### src/rtl/ras_ckpt_stack.sv
// Circular return-address stack with multi-slot checkpoint/restore for call/return prediction.
// Optional overflow/underflow statistics counters are enabled by defining RAS_STATS_EN.
module ras_ckpt_stack #(
  parameter int unsigned WIDTH = 32,
  parameter int unsigned DEPTH = 8,
  parameter int unsigned NCKPT = 4,
  localparam int unsigned PW = $clog2(DEPTH),
  localparam int unsigned CW = $clog2(DEPTH + 1),
  localparam int unsigned IW = (NCKPT > 1) ? $clog2(NCKPT) : 1
) (
  input  logic             clk,
  input  logic             rst_n,
  input  logic             push,
  input  logic             pop,
  input  logic [WIDTH-1:0] push_addr,
  output logic [WIDTH-1:0] top_addr,
  output logic             empty,
  output logic             full,
  input  logic             ckpt_save,
  input  logic [IW-1:0]    ckpt_save_id,
  input  logic             ckpt_restore,
  input  logic [IW-1:0]    ckpt_rest_id
`ifdef RAS_STATS_EN
  ,
  output logic [15:0]      ovf_cnt,
  output logic [15:0]      unf_cnt
`endif
);

  typedef struct packed {
    logic [PW-1:0]    tos;
    logic [CW-1:0]    cnt;
    logic [WIDTH-1:0] top_val;
  } ckpt_t;

  logic [PW-1:0]    tos_q, tos_d;
  logic [CW-1:0]    cnt_q, cnt_d;
  logic [WIDTH-1:0] entry_q [DEPTH];
  ckpt_t            slot_q [NCKPT];
  ckpt_t            rest_slot;
  ckpt_t            save_val;
  logic             wr_en;
  logic [PW-1:0]    wr_idx;
  logic [WIDTH-1:0] wr_data;

  assign empty     = (cnt_q == '0);
  assign full      = (cnt_q == CW'(DEPTH));
  assign top_addr  = empty ? '0 : entry_q[tos_q];
  assign rest_slot = slot_q[ckpt_rest_id];

  // Next pointer/count and single entry write; restore overrides push/pop.
  always_comb begin
    tos_d   = tos_q;
    cnt_d   = cnt_q;
    wr_en   = 1'b0;
    wr_idx  = tos_q;
    wr_data = push_addr;
    if (ckpt_restore) begin
      tos_d   = rest_slot.tos;
      cnt_d   = rest_slot.cnt;
      wr_en   = 1'b1;
      wr_idx  = rest_slot.tos;
      wr_data = rest_slot.top_val;
    end else if (push && pop && !empty) begin
      wr_en = 1'b1;
    end else if (push) begin
      tos_d  = tos_q + PW'(1);
      cnt_d  = full ? cnt_q : cnt_q + CW'(1);
      wr_en  = 1'b1;
      wr_idx = tos_q + PW'(1);
    end else if (pop && !empty) begin
      tos_d = tos_q - PW'(1);
      cnt_d = cnt_q - CW'(1);
    end
  end

  // A save alongside a restore captures the state being restored.
  always_comb begin
    save_val.tos     = tos_q;
    save_val.cnt     = cnt_q;
    save_val.top_val = entry_q[tos_q];
    if (ckpt_restore) begin
      save_val = rest_slot;
    end
  end

  always_ff @(posedge clk or negedge rst_n) begin
    if (!rst_n) begin
      tos_q <= '0;
      cnt_q <= '0;
      for (int i = 0; i < DEPTH; i++) entry_q[i] <= '0;
      for (int j = 0; j < NCKPT; j++) slot_q[j] <= '0;
    end else begin
      tos_q <= tos_d;
      cnt_q <= cnt_d;
      if (wr_en) entry_q[wr_idx] <= wr_data;
      if (ckpt_save) slot_q[ckpt_save_id] <= save_val;
    end
  end

`ifdef RAS_STATS_EN
  // Saturating event counters; a restore cycle performs no push/pop so counts nothing.
  always_ff @(posedge clk or negedge rst_n) begin
    if (!rst_n) begin
      ovf_cnt <= '0;
      unf_cnt <= '0;
    end else begin
      if (!ckpt_restore && push && !pop && full && (ovf_cnt != 16'hFFFF))
        ovf_cnt <= ovf_cnt + 16'd1;
      if (!ckpt_restore && pop && !push && empty && (unf_cnt != 16'hFFFF))
        unf_cnt <= unf_cnt + 16'd1;
    end
  end
`endif

endmodule

### config.mk
export PLATFORM = sky130hd
export DESIGN_NAME = ras_ckpt_stack
export DESIGN_NICKNAME = d
export VERILOG_FILES = /design/src/rtl/ras_ckpt_stack.sv
export SDC_FILE = /design/constraint.sdc
export NUM_CORES = 1
export LEC_CHECK = 0
export BUFFER_PORTS_ARGS = -buffer_cell sky130_fd_sc_hd__buf_4
export CAP_MARGIN = 25
export CORE_MARGIN = 5
export CORE_UTILIZATION = 40
export DETAILED_ROUTE_END_ITERATION = 12
export GPL_ROUTABILITY_DRIVEN = 0
export HOLD_SLACK_MARGIN = 0.08
export PLACE_DENSITY = 0.61
export RECOVER_POWER = 100
export REMOVE_ABC_BUFFERS = 1
export SLEW_MARGIN = 20
export SYNTH_ARGS = -nofsm -noshare
export SYNTH_HDL_FRONTEND = slang
export SYNTH_SLANG_ARGS = --single-unit
### constraint.sdc
create_clock -name clk -period 3.8 [get_ports clk]
set_clock_uncertainty 0.2 [all_clocks]
set_input_delay 0.57 -clock clk [delete_from_list [all_inputs] [get_ports clk]]
set_output_delay 0.57 -clock clk [all_outputs]
set_load 0.05 [all_outputs]
==> reports/results.ini, run 1 <==
[run_status]
status=finished with violations
violations=capacitance limit, slew limit

[final_layout]
final_layout_size_suffix_gt1_frac=0.1927
design_area_sq_um=21940
mostFrequentLayoutCells=417 x dfrtp_1, 256 x mux2_1, 155 x nand2_1
area_delta_synth_final_pct=14.48
fin_nets=1584
fillers=4239
fin_cells=2182
final_common_cell=dfrtp_1
antennaDiodeCount=0

[place]
dp_slack_ns=0.2457
post_dp_cell_area_sq_um=20550
io_buffers=75
hpwl_mm=28.07
place_inst=2102

[synthesis]
syn_inst=1468
synth_edf_count=0
ys_seq_area_frac=0.5471
async_reset_ff_frac=1.000
yosys_most_used_dff=dfrtp_1
ys_warn_count=0
yosys.area_share.xor_xnor=0.003656
synth.distinct_cells=41
synth_fa_ha_area_frac=0.003656
synth_seq_cells=419
muxShareOfSynthArea=0.2898
syn_avg_cell_area_sq_um=13.05
synth_compound_area_frac=0.07286
synth_area_sq_um=19160
synth_top_family_by_area=multiplexers
synthSimpleGateAreaFrac=0.05426

[drt]
first_iter_violations=733
drc_errors=0
dr.pass1.iters=5
detail-route-antenna-nets=0
wire_per_inst_microns=20.61
wirelength_mm=44.98
viasPerCell=5.415
routed-via-count=11820

[sta]
worst_slew_pin_slew_ns=2.286
whs_ns=0.1306
hold_viol_final=0
fin_crit_sh=0.9478
setup_slack_ns=0.1983
post-route-min-period_ns=3.602
setup_violations=0
grt_setup_unrepaired=false
finalMaxSlewViolations=100
slew_headroom=-0.5241
fmax_mhz=277.6

[setup_path]
crit_path_end_kind=output port
crit_type=reg2out
cp-start-kind=register
critPathBufInv=3
cp_data_required_time_ns=3.03
reg2reg_slack_ns=0.31
crit_fanout=16
slowest_stage=clkbuf_4
r2r_start=cnt_q[1]
crit_chain=buf_4, or3_1, nor2_4, clkbuf_4, nor2_1, clkbuf_2
regToRegEndpoint=entry_q[55]
path_delay_family=simple AND/OR/NAND/NOR gates
worstPathArrival_ns=2.83
cp.depth=6
cp_slowest_stage_delay_ns=0.47
reg2reg_depth=7

[cts]
clockRootBuffer=clkbuf_16
tritoncts=yes
post_cts_buffers=0
cts_resized=0
ctsLongestPathBuffers=3
clock_latency_ns=0.56
h-tree-depth=2
clkSinkCount=419
clkSlewWorstSetupHoldPaths_ns=0.06
numCtsBuffers=46

[floorplanning]
start_util=0.4031
row_count=80
num_io_pins=76
core_area_sq_um=47550
die_x_microns=228.9
dieArea_sq_um=52390
die_height_microns=228.9

[grt]
overflow=0
antenna_found_initial=1
grt_max_degree=83
grtUsageTotal=0.1738
first_global_vias=12670
grt_first_pass_wirelength_mm=73.10

[hold_path]
holdPathStages=2
min_path_type=in2reg
hp-start=ckpt_restore
hold-path-endpoint=tos_q[1]

[pwr]
fin_total_pwr_mw=19.65
ir_drop_uv=633.4
p_per_area_nw_per_um2=895.8
p_leak_nw=9.864

[run]
drv_cap=2

==> routing by layer <==
layer  part of all wire  global-route usage  vias to the layer above
li1                   -                   -                     5367
met1               0.47              0.2490                     6192
met2               0.47              0.2825                      196
met3              0.037             0.03118                       58
met4              0.015             0.03458                        2
met5            0.00016                   0                        -
==> cell type report <==
| class | count | area, sq um | share of cell area |
|---|---|---|---|
| sequential | 419 | 10490 | 0.4782 |
| timing repair buffer | 120 | 857.1 | 0.03907 |
| clock inverter | 9 | 126.4 | 0.005761 |
| tap | 615 | 769.5 | 0.03508 |
| clock buffer | 69 | 1379 | 0.06285 |
| multi-input combinational | 912 | 8173 | 0.3726 |
| inverter | 38 | 142.6 | 0.006502 |
==> report_power, final <==
group | internal (mW) | switching [mW]
logic | 3.24 | 4.52
clock network | 2.69 | 1.75
registers | 6.47 | 0.971
==> logic make-up after synthesis <==
group	after synthesis
DFF	419
and+or+nand+nor	259
xor gates and xnor gates	8
buffers and inverters	137
AOI/OAI and AO/OA	246
adders and majority gates	5
muxes	394
==> cell usage after synthesis, drive strengths merged, types with 2 or more instances <==
cell      n  area share
nand2   155       0.030
mux2i    35       0.018
mux4    103        0.12
buf      39      0.0095
a21o      2     0.00078
a31oi     3     0.00098
o21a     32       0.013
xnor2     7      0.0032
nor3b     2     0.00078
nor2     79       0.015
nand3     6      0.0016
nand3b    4      0.0016
nand2b    3     0.00098
o31ai     2      0.0010
o41ai     2      0.0023
ha        4      0.0026
o22ai     2     0.00065
a21boi    5      0.0020
mux2    256        0.15
a21oi    43       0.011
dfrtp   419        0.55
and2      2     0.00065
a31o      2     0.00091
clkbuf   60       0.012
nor3      4      0.0013
inv      37      0.0072
o21ai   151       0.039
==> registers in the layout, indices dropped and copies added (netlist names) <==
signal	cells
cnt_q	4
slot_q	156
tos_q	3
entry_q	256
==> worst reg2reg max path, stage by stage, from the launching register on <==
cell and delay [ns]:
dfrtp_1 0.47, o41ai_4 0.59, clkbuf_1 0.23, a31oi_1 0.12, o31ai_2 0.64, nand3b_1 0.24, clkbuf_2 0.51, mux2_1 0.40
==> stage by stage <==
| step | setup TNS (ns) | utilization |
|---|---|---|
| global route | 0 | 0.4614 |
| CTS | 0 | 0.4641 |
| global placement | 0 | 0.4322 |
| finish | 0 | 0.4614 |
| detailed placement | 0 | 0.4322 |
| floorplan | -663.89 | - |
==> worst max path at each step <==
| stage | slack [ns] | endpoint | from |
|---|---|---|---|
| after floorplan | -3.11 | entry_q[64] | tos_q[0] |
| after global placement | 0.33 | entry_q[6] | cnt_q[1] |
| after detailed placement | 0.25 | entry_q[11] | cnt_q[1] |
| after CTS | 0.21 | top_addr[9] | tos_q[0] |
| after global routing | 0.07 | entry_q[116] | cnt_q[1] |
| final | 0.20 | top_addr[0] | cnt_q[0] |
==> timing repair <==
item	in CTS	in global routing
setup endpoints to repair	0	0
hold endpoints to repair	76	0
hold buffers	1	0
Power figures use the tool's default switching activity.
==> run 2, diff against run 1 <==
--- a/config.mk
+++ b/config.mk
@@ -8,13 +8,15 @@
 export BUFFER_PORTS_ARGS = -buffer_cell sky130_fd_sc_hd__buf_4
 export CAP_MARGIN = 25
 export CORE_MARGIN = 5
-export CORE_UTILIZATION = 40
+export CORE_UTILIZATION = 30
+export CTS_CLUSTER_SIZE = 20
 export DETAILED_ROUTE_END_ITERATION = 12
 export GPL_ROUTABILITY_DRIVEN = 0
 export HOLD_SLACK_MARGIN = 0.08
-export PLACE_DENSITY = 0.61
+export PLACE_DENSITY = 0.5
 export RECOVER_POWER = 100
 export REMOVE_ABC_BUFFERS = 1
+export SKIP_CTS_REPAIR_TIMING = 1
 export SLEW_MARGIN = 20
 export SYNTH_ARGS = -nofsm -noshare
 export SYNTH_HDL_FRONTEND = slang
==> run 2 against run 1 <==
Net effect:
- the run still ends with capacitance limit, slew limit left
- combinational power is essentially flat
- sequential share of layout area shrank 0.66 points
- utilization shrank 11 points
- die area grew 32%
- final area grew 1.4%
- critical endpoint is now entry_q[245]
- sequential power grew 0.7%
- critical path type is now reg2reg
- count of clock-buffer cells in the layout shrank 2
- first-iteration DRC count shrank 20%
- non-clock buffer count is the same
- worst setup slack lost 0.026 ns
- register-to-register slack lost 0.14 ns
- wire length grew 3.1%
==> reports/results.ini, run 2 (synthesis gave the netlist of run 1 again) <==
[run_status]
status=finished with violations
violations=capacitance limit, slew limit

[sta]
post-route-min-period_ns=3.628  ; +0.02633 ns
fmax_mhz=275.6  ; -0.73%
setup_tns_ns=0  ; unchanged
hold_viol_final=0  ; unchanged
grt_setup_unrepaired=false
finalMaxSlewViolations=168  ; +68%
worst_slew_pin_slew_ns=1.870  ; -0.4162 ns
fin_crit_sh=0.9547  ; +0.006928
setup_violations=0  ; unchanged
whs_ns=0.1212  ; -0.009344 ns
slew_headroom=-0.2466  ; +0.2775

[place]
hpwl_mm=28.83  ; +2.7%
io_buffers=75  ; unchanged

[drt]
detail-route-antenna-nets=0  ; unchanged
wire_per_inst_microns=19.16  ; -7.1%
routed-via-count=11700  ; -1.0%
wirelength_mm=46.39  ; +3.1%
viasPerCell=4.831  ; -11%
drc_errors=0  ; unchanged
first_iter_violations=583  ; -20%
dr.pass1.iters=4  ; -1

[final_layout]
mostFrequentLayoutCells=417 x dfrtp_1, 256 x mux2_1, 155 x nand2_1
fillers=6186  ; +46%
final_layout_size_suffix_gt1_frac=0.1931  ; +0.0004135
fin_util=0.3520  ; -0.1094
area_delta_synth_final_pct=16.07
regArea_sq_um=10490  ; unchanged
multi_input_area_sq_um=8152  ; -0.26%
largest_register_ff_count=256  ; unchanged
fin_nets=1586  ; +0.13%
final_common_cell=dfrtp_1
reg_top3=entry_q x256, slot_q x156, cnt_q x4
regMostFlops=entry_q

[pwr]
ir_drop_uv=398.9  ; -37%
p_per_area_nw_per_um2=893.4  ; -0.26%
fin_total_pwr_mw=19.87  ; +1.1%
p_leak_nw=9.890  ; +0.27%

[cts]
h-tree-depth=2  ; unchanged
clockRootBuffer=clkbuf_16
ctsLongestPathBuffers=3  ; unchanged
clkSlewWorstSetupHoldPaths_ns=0.06  ; about the same
numCtsBuffers=48  ; +4.3%
tritoncts=yes
clock_latency_ns=0.56  ; about the same
clkSinkCount=419  ; unchanged

[floorplanning]
start_util=0.3032  ; -0.09981
num_io_pins=76  ; unchanged
row_count=92  ; +15%
die_height_microns=262.7  ; +15%
die_x_microns=262.7  ; +15%
dieArea_sq_um=69030  ; +32%
core_area_sq_um=63200  ; +33%

[grt]
antenna_found_initial=0  ; -1
first_global_vias=12620  ; -0.39%
grt_use_met1=0.1941  ; -0.05491
use_met2=0.2171  ; -0.06534
grtUsageTotal=0.1349  ; -0.03893
overflow=0  ; unchanged
grt_max_degree=89  ; +7.2%
grt_first_pass_wirelength_mm=74.99  ; +2.6%
grt_use_met3=0.02462  ; -0.006557
grt_busiest_layer=met2

[setup_path]
cp-start-kind=register
crit_fanout=10  ; -6
cp_slowest_stage_delay_ns=0.93  ; +0.46 ns
reg2reg_slack_ns=0.17  ; -0.14 ns
crit_chain=o41ai_1, nor2_1, o41a_1, nand3_1, clkbuf_1, mux2_1
crit_type=reg2reg
path_delay_family=compound AO/OA/AOI/OAI gates
slowest_stage=o41ai_1
critPathBufInv=1  ; -2
cp.depth=6  ; unchanged
crit_path_end_kind=register
cp_data_required_time_ns=4.04  ; +1.01 ns
reg2reg_depth=6  ; -1
worstPathArrival_ns=3.86  ; +1.03 ns

[hold_path]
holdPathStages=2  ; unchanged
min_path_type=in2reg

[run]
drv_cap=3  ; +1

run 2: layout make-up:
type                    count  share of cell area
well taps                 846             0.04759
multi-input cells         912              0.3665
clock inverters            18            0.008662
flip-flops and latches    419              0.4716
inverters                  38            0.006412
repair buffers            120             0.03696
diodes                      1           0.0001125
clock buffers              67             0.06221
run 2: per-layer routing:
layer | share of wire | up-vias
li1 | - | 5407
met1 | 0.49 | 6070
met2 | 0.47 | 169
met3 | 0.034 | 51
met4 | 0.015 | 0
met5 | 0 | -
run 2: power by group:
part           switching, mW  internal [mW]
Clock                   1.81           2.80
Combinational           4.49           3.28
Sequential              1.01           6.47
Total                   7.32           12.6
run 2: worst register-to-register path: stages (launching register included):
cell and delay, ns:
dfrtp_1 0.47, o41ai_1 0.93, nor2_1 0.16, o41a_1 0.54, nand3_1 0.15, clkbuf_1 0.66, mux2_1 0.40
run 2: final timing paths:
kind / startpoint / end
min in group asynchronous: rst_n / slot_q[132]
min: ckpt_restore / tos_q[1]
max: cnt_q[0] / entry_q[245]
max in group asynchronous: rst_n / entry_q[48]
min reg2reg: slot_q[77] / slot_q[77]
max reg2reg: cnt_q[0] / entry_q[245]
run 2: through the flow:
step                      instances  setup slack (ns)  instance area [sq um]
after global routing           2420           0.04427                  22240
after global placement         2333            0.6954                  20880
after detailed placement       2333            0.6646                  20880
final                          2421            0.1720                  22240
after CTS                      2418            0.1469                  22460
after floorplan                1369            -3.114                  18760
==> run 3, diff against run 2 <==
--- a/config.mk
+++ b/config.mk
@@ -15,8 +15,8 @@
 export HOLD_SLACK_MARGIN = 0.08
 export PLACE_DENSITY = 0.5
 export RECOVER_POWER = 100
-export REMOVE_ABC_BUFFERS = 1
 export SKIP_CTS_REPAIR_TIMING = 1
+export SKIP_LAST_GASP = 1
 export SLEW_MARGIN = 20
 export SYNTH_ARGS = -nofsm -noshare
 export SYNTH_HDL_FRONTEND = slang
==> constraint.sdc (replaced) <==
create_clock -name clk -period 4.5 [get_ports clk]
set_clock_uncertainty 0.2 [all_clocks]
set_input_delay 0.675 -clock clk [delete_from_list [all_inputs] [get_ports clk]]
set_output_delay 0.675 -clock clk [all_outputs]
set_load 0.05 [all_outputs]
==> run 3 against run 2 <==
Net effect:
- the run still ends with capacitance limit, slew limit left
- die area unchanged
- wire length increased by 2.2%
- first-iteration DRC count increased by 26%
- final area decreased by 0.17%
- utilization decreased by 0.061 points
- critical path depth increased by 1
- non-clock buffer count decreased by 3
- via count increased by 1.5%
- worst setup slack improved by 0.26 ns
- total power decreased by 16%
- global-route usage increased by 0.38 points
- worst hold slack improved by 0.15 ns
- critical path type is now in2reg
- largest power group unchanged
==> reports/results.ini, run 3 (synthesis gave the netlist of run 1 again) <==
[drt]
viasPerCell=4.907  ; +1.6%
drc_errors=0  ; unchanged
first_iter_violations=734  ; +26%
routed-via-count=11870  ; +1.5%
wire_per_inst_microns=19.60  ; +2.3%
detail-route-antenna-nets=0  ; unchanged
dr.pass1.iters=5  ; +1
wirelength_mm=47.42  ; +2.2%

[grt]
first_global_vias=12740  ; +0.99%
grtUsageTotal=0.1387  ; +0.003807
antenna_found_initial=1  ; +1
grt_max_degree=123  ; +38%
grt_first_pass_wirelength_mm=77.00  ; +2.7%
overflow=0  ; unchanged

[setup_path]
reg2reg_slack_ns=0.52  ; +0.35 ns
crit_path_end_kind=register
r2r_start=cnt_q[0]
crit_fanout=13  ; +3
worstPathArrival_ns=4.30  ; +0.44 ns
cp_data_required_time_ns=4.74  ; +0.70 ns
cp-start-kind=input pin
regToRegEndpoint=entry_q[38]
crit_type=in2reg
reg2reg_depth=7  ; +1

[cts]
tritoncts=yes
h-tree-depth=2  ; unchanged
clkSlewWorstSetupHoldPaths_ns=0.06  ; about the same
clock_latency_ns=0.57  ; about the same
numCtsBuffers=48  ; unchanged
clockRootBuffer=clkbuf_16
ctsLongestPathBuffers=3  ; unchanged
clkSinkCount=419  ; unchanged

[pwr]
p_per_area_nw_per_um2=750.8  ; -16%
fin_total_pwr_mw=16.67  ; -16%
ir_drop_uv=269.0  ; -33%
p_leak_nw=9.817  ; -0.74%

[place]
io_buffers=75  ; unchanged
hpwl_mm=29.49  ; +2.3%

[final_layout]
largest_register_ff_count=256  ; unchanged
regMostFlops=entry_q
mostFrequentLayoutCells=417 x dfrtp_1, 256 x mux2_1, 155 x nand2_1
fin_nets=1583  ; -0.19%
reg_top3=entry_q x256, slot_q x156, cnt_q x4
final_common_cell=dfrtp_1
area_delta_synth_final_pct=15.87
final_layout_size_suffix_gt1_frac=0.1768  ; -0.01629

[floorplanning]
row_count=92  ; unchanged
die_height_microns=262.7  ; unchanged
die_x_microns=262.7  ; unchanged
dieArea_sq_um=69030  ; unchanged
num_io_pins=76  ; unchanged
core_area_sq_um=63200  ; unchanged
start_util=0.3032  ; unchanged

[sta]
worst_slew_pin_slew_ns=3.007  ; +1.137 ns
setup_tns_ns=0  ; unchanged
slew_headroom=-1.005  ; -0.7580
hold_viol_final=0  ; unchanged
fmax_mhz=245.8
grt_setup_unrepaired=false
finalMaxSlewViolations=47  ; -72%
fin_crit_sh=0.9040
setup_violations=0  ; unchanged
post-route-min-period_ns=4.068

[hold_path]
hold-path-endpoint=slot_q[0]
min_path_type=reg2reg
holdPathStages=2  ; unchanged
hp-start=slot_q[0]

[run_status]
status=finished with violations
violations=capacitance limit, slew limit

[run]
drv_cap=1  ; -2

[synthesis]
syn_nets=1515

==> run 3: cell count changes in the layout (fill, tap and decap cells not counted), moves of 8 or more <==
cell	delta
buf_2	-8
clkbuf_2	-19
o21ai_1	-21
o21ai_0	+21
buf_4	+8
clkbuf_1	+23
==> run 3: worst max-delay path: stages <==
cell,delay (ns)
clkbuf_1,0.91
mux4_2,0.41
nand2b_1,0.12
o31ai_1,0.20
nor3_1,0.80
clkbuf_1,0.78
mux2_1,0.39
==> run 3: through the flow <==
stage                     hold slack [ns]  std cells  instance area [sq um]  utilization  worst slack (ns)
after detailed placement           0.2659       2328                  20790       0.3291            0.7790
final                              0.2723       2419                  22210       0.3514            0.4320
after floorplan                    0.1794       1468                  19160            -             1.204
after CTS                         0.02511       2414                  22340       0.3536            0.5857
after global routing               0.2916       2419                  22210       0.3514            0.2187
after global placement             0.2576       2328                  20790       0.3291            0.8182
==> run 3: cell type report <==
| cell class | instances | area, sq um |
|---|---|---|
| repair buffers | 117 | 813.3 |
| fillers | 6162 | 40990 |
| diodes | 1 | 2.502 |
| well taps | 846 | 1059 |
| clock inverters | 19 | 185.2 |
| flip-flops and latches | 419 | 10490 |
| multi-input cells | 912 | 8149 |
| inverters | 38 | 142.6 |
| clock buffers | 67 | 1364 |
==> run 3: worst max path at each step <==
stage | end | start | cells after the start
6_report | entry_q[22] | ckpt_rest_id[0] | 7
5_1_grt | top_addr[15] | cnt_q[0] | 5
4_1_cts | top_addr[17] | tos_q[0] | 5
3_5_place_dp | entry_q[127] | ckpt_rest_id[0] | 7
3_3_place_gp | entry_q[125] | ckpt_rest_id[0] | 7
2_1_floorplan | entry_q[69] | tos_q[1] | 11
==> run 3: per-layer routing <==
layer | vias to the layer above | track usage | wire (microns)
met2 | 177 | 0.2228 | 21990
met4 | 0 | 0.02911 | 800
met5 | - | 0 | 0
met1 | 6245 | 0.1997 | 23150
li1 | 5395 | - | -
met3 | 53 | 0.02313 | 1484
==> run 3: where the power goes <==
group	internal, mW	total [mW]	switching, mW
Clock	2.29	3.83	1.55
Combinational	2.70	6.54	3.84
Sequential	5.47	6.30	0.831
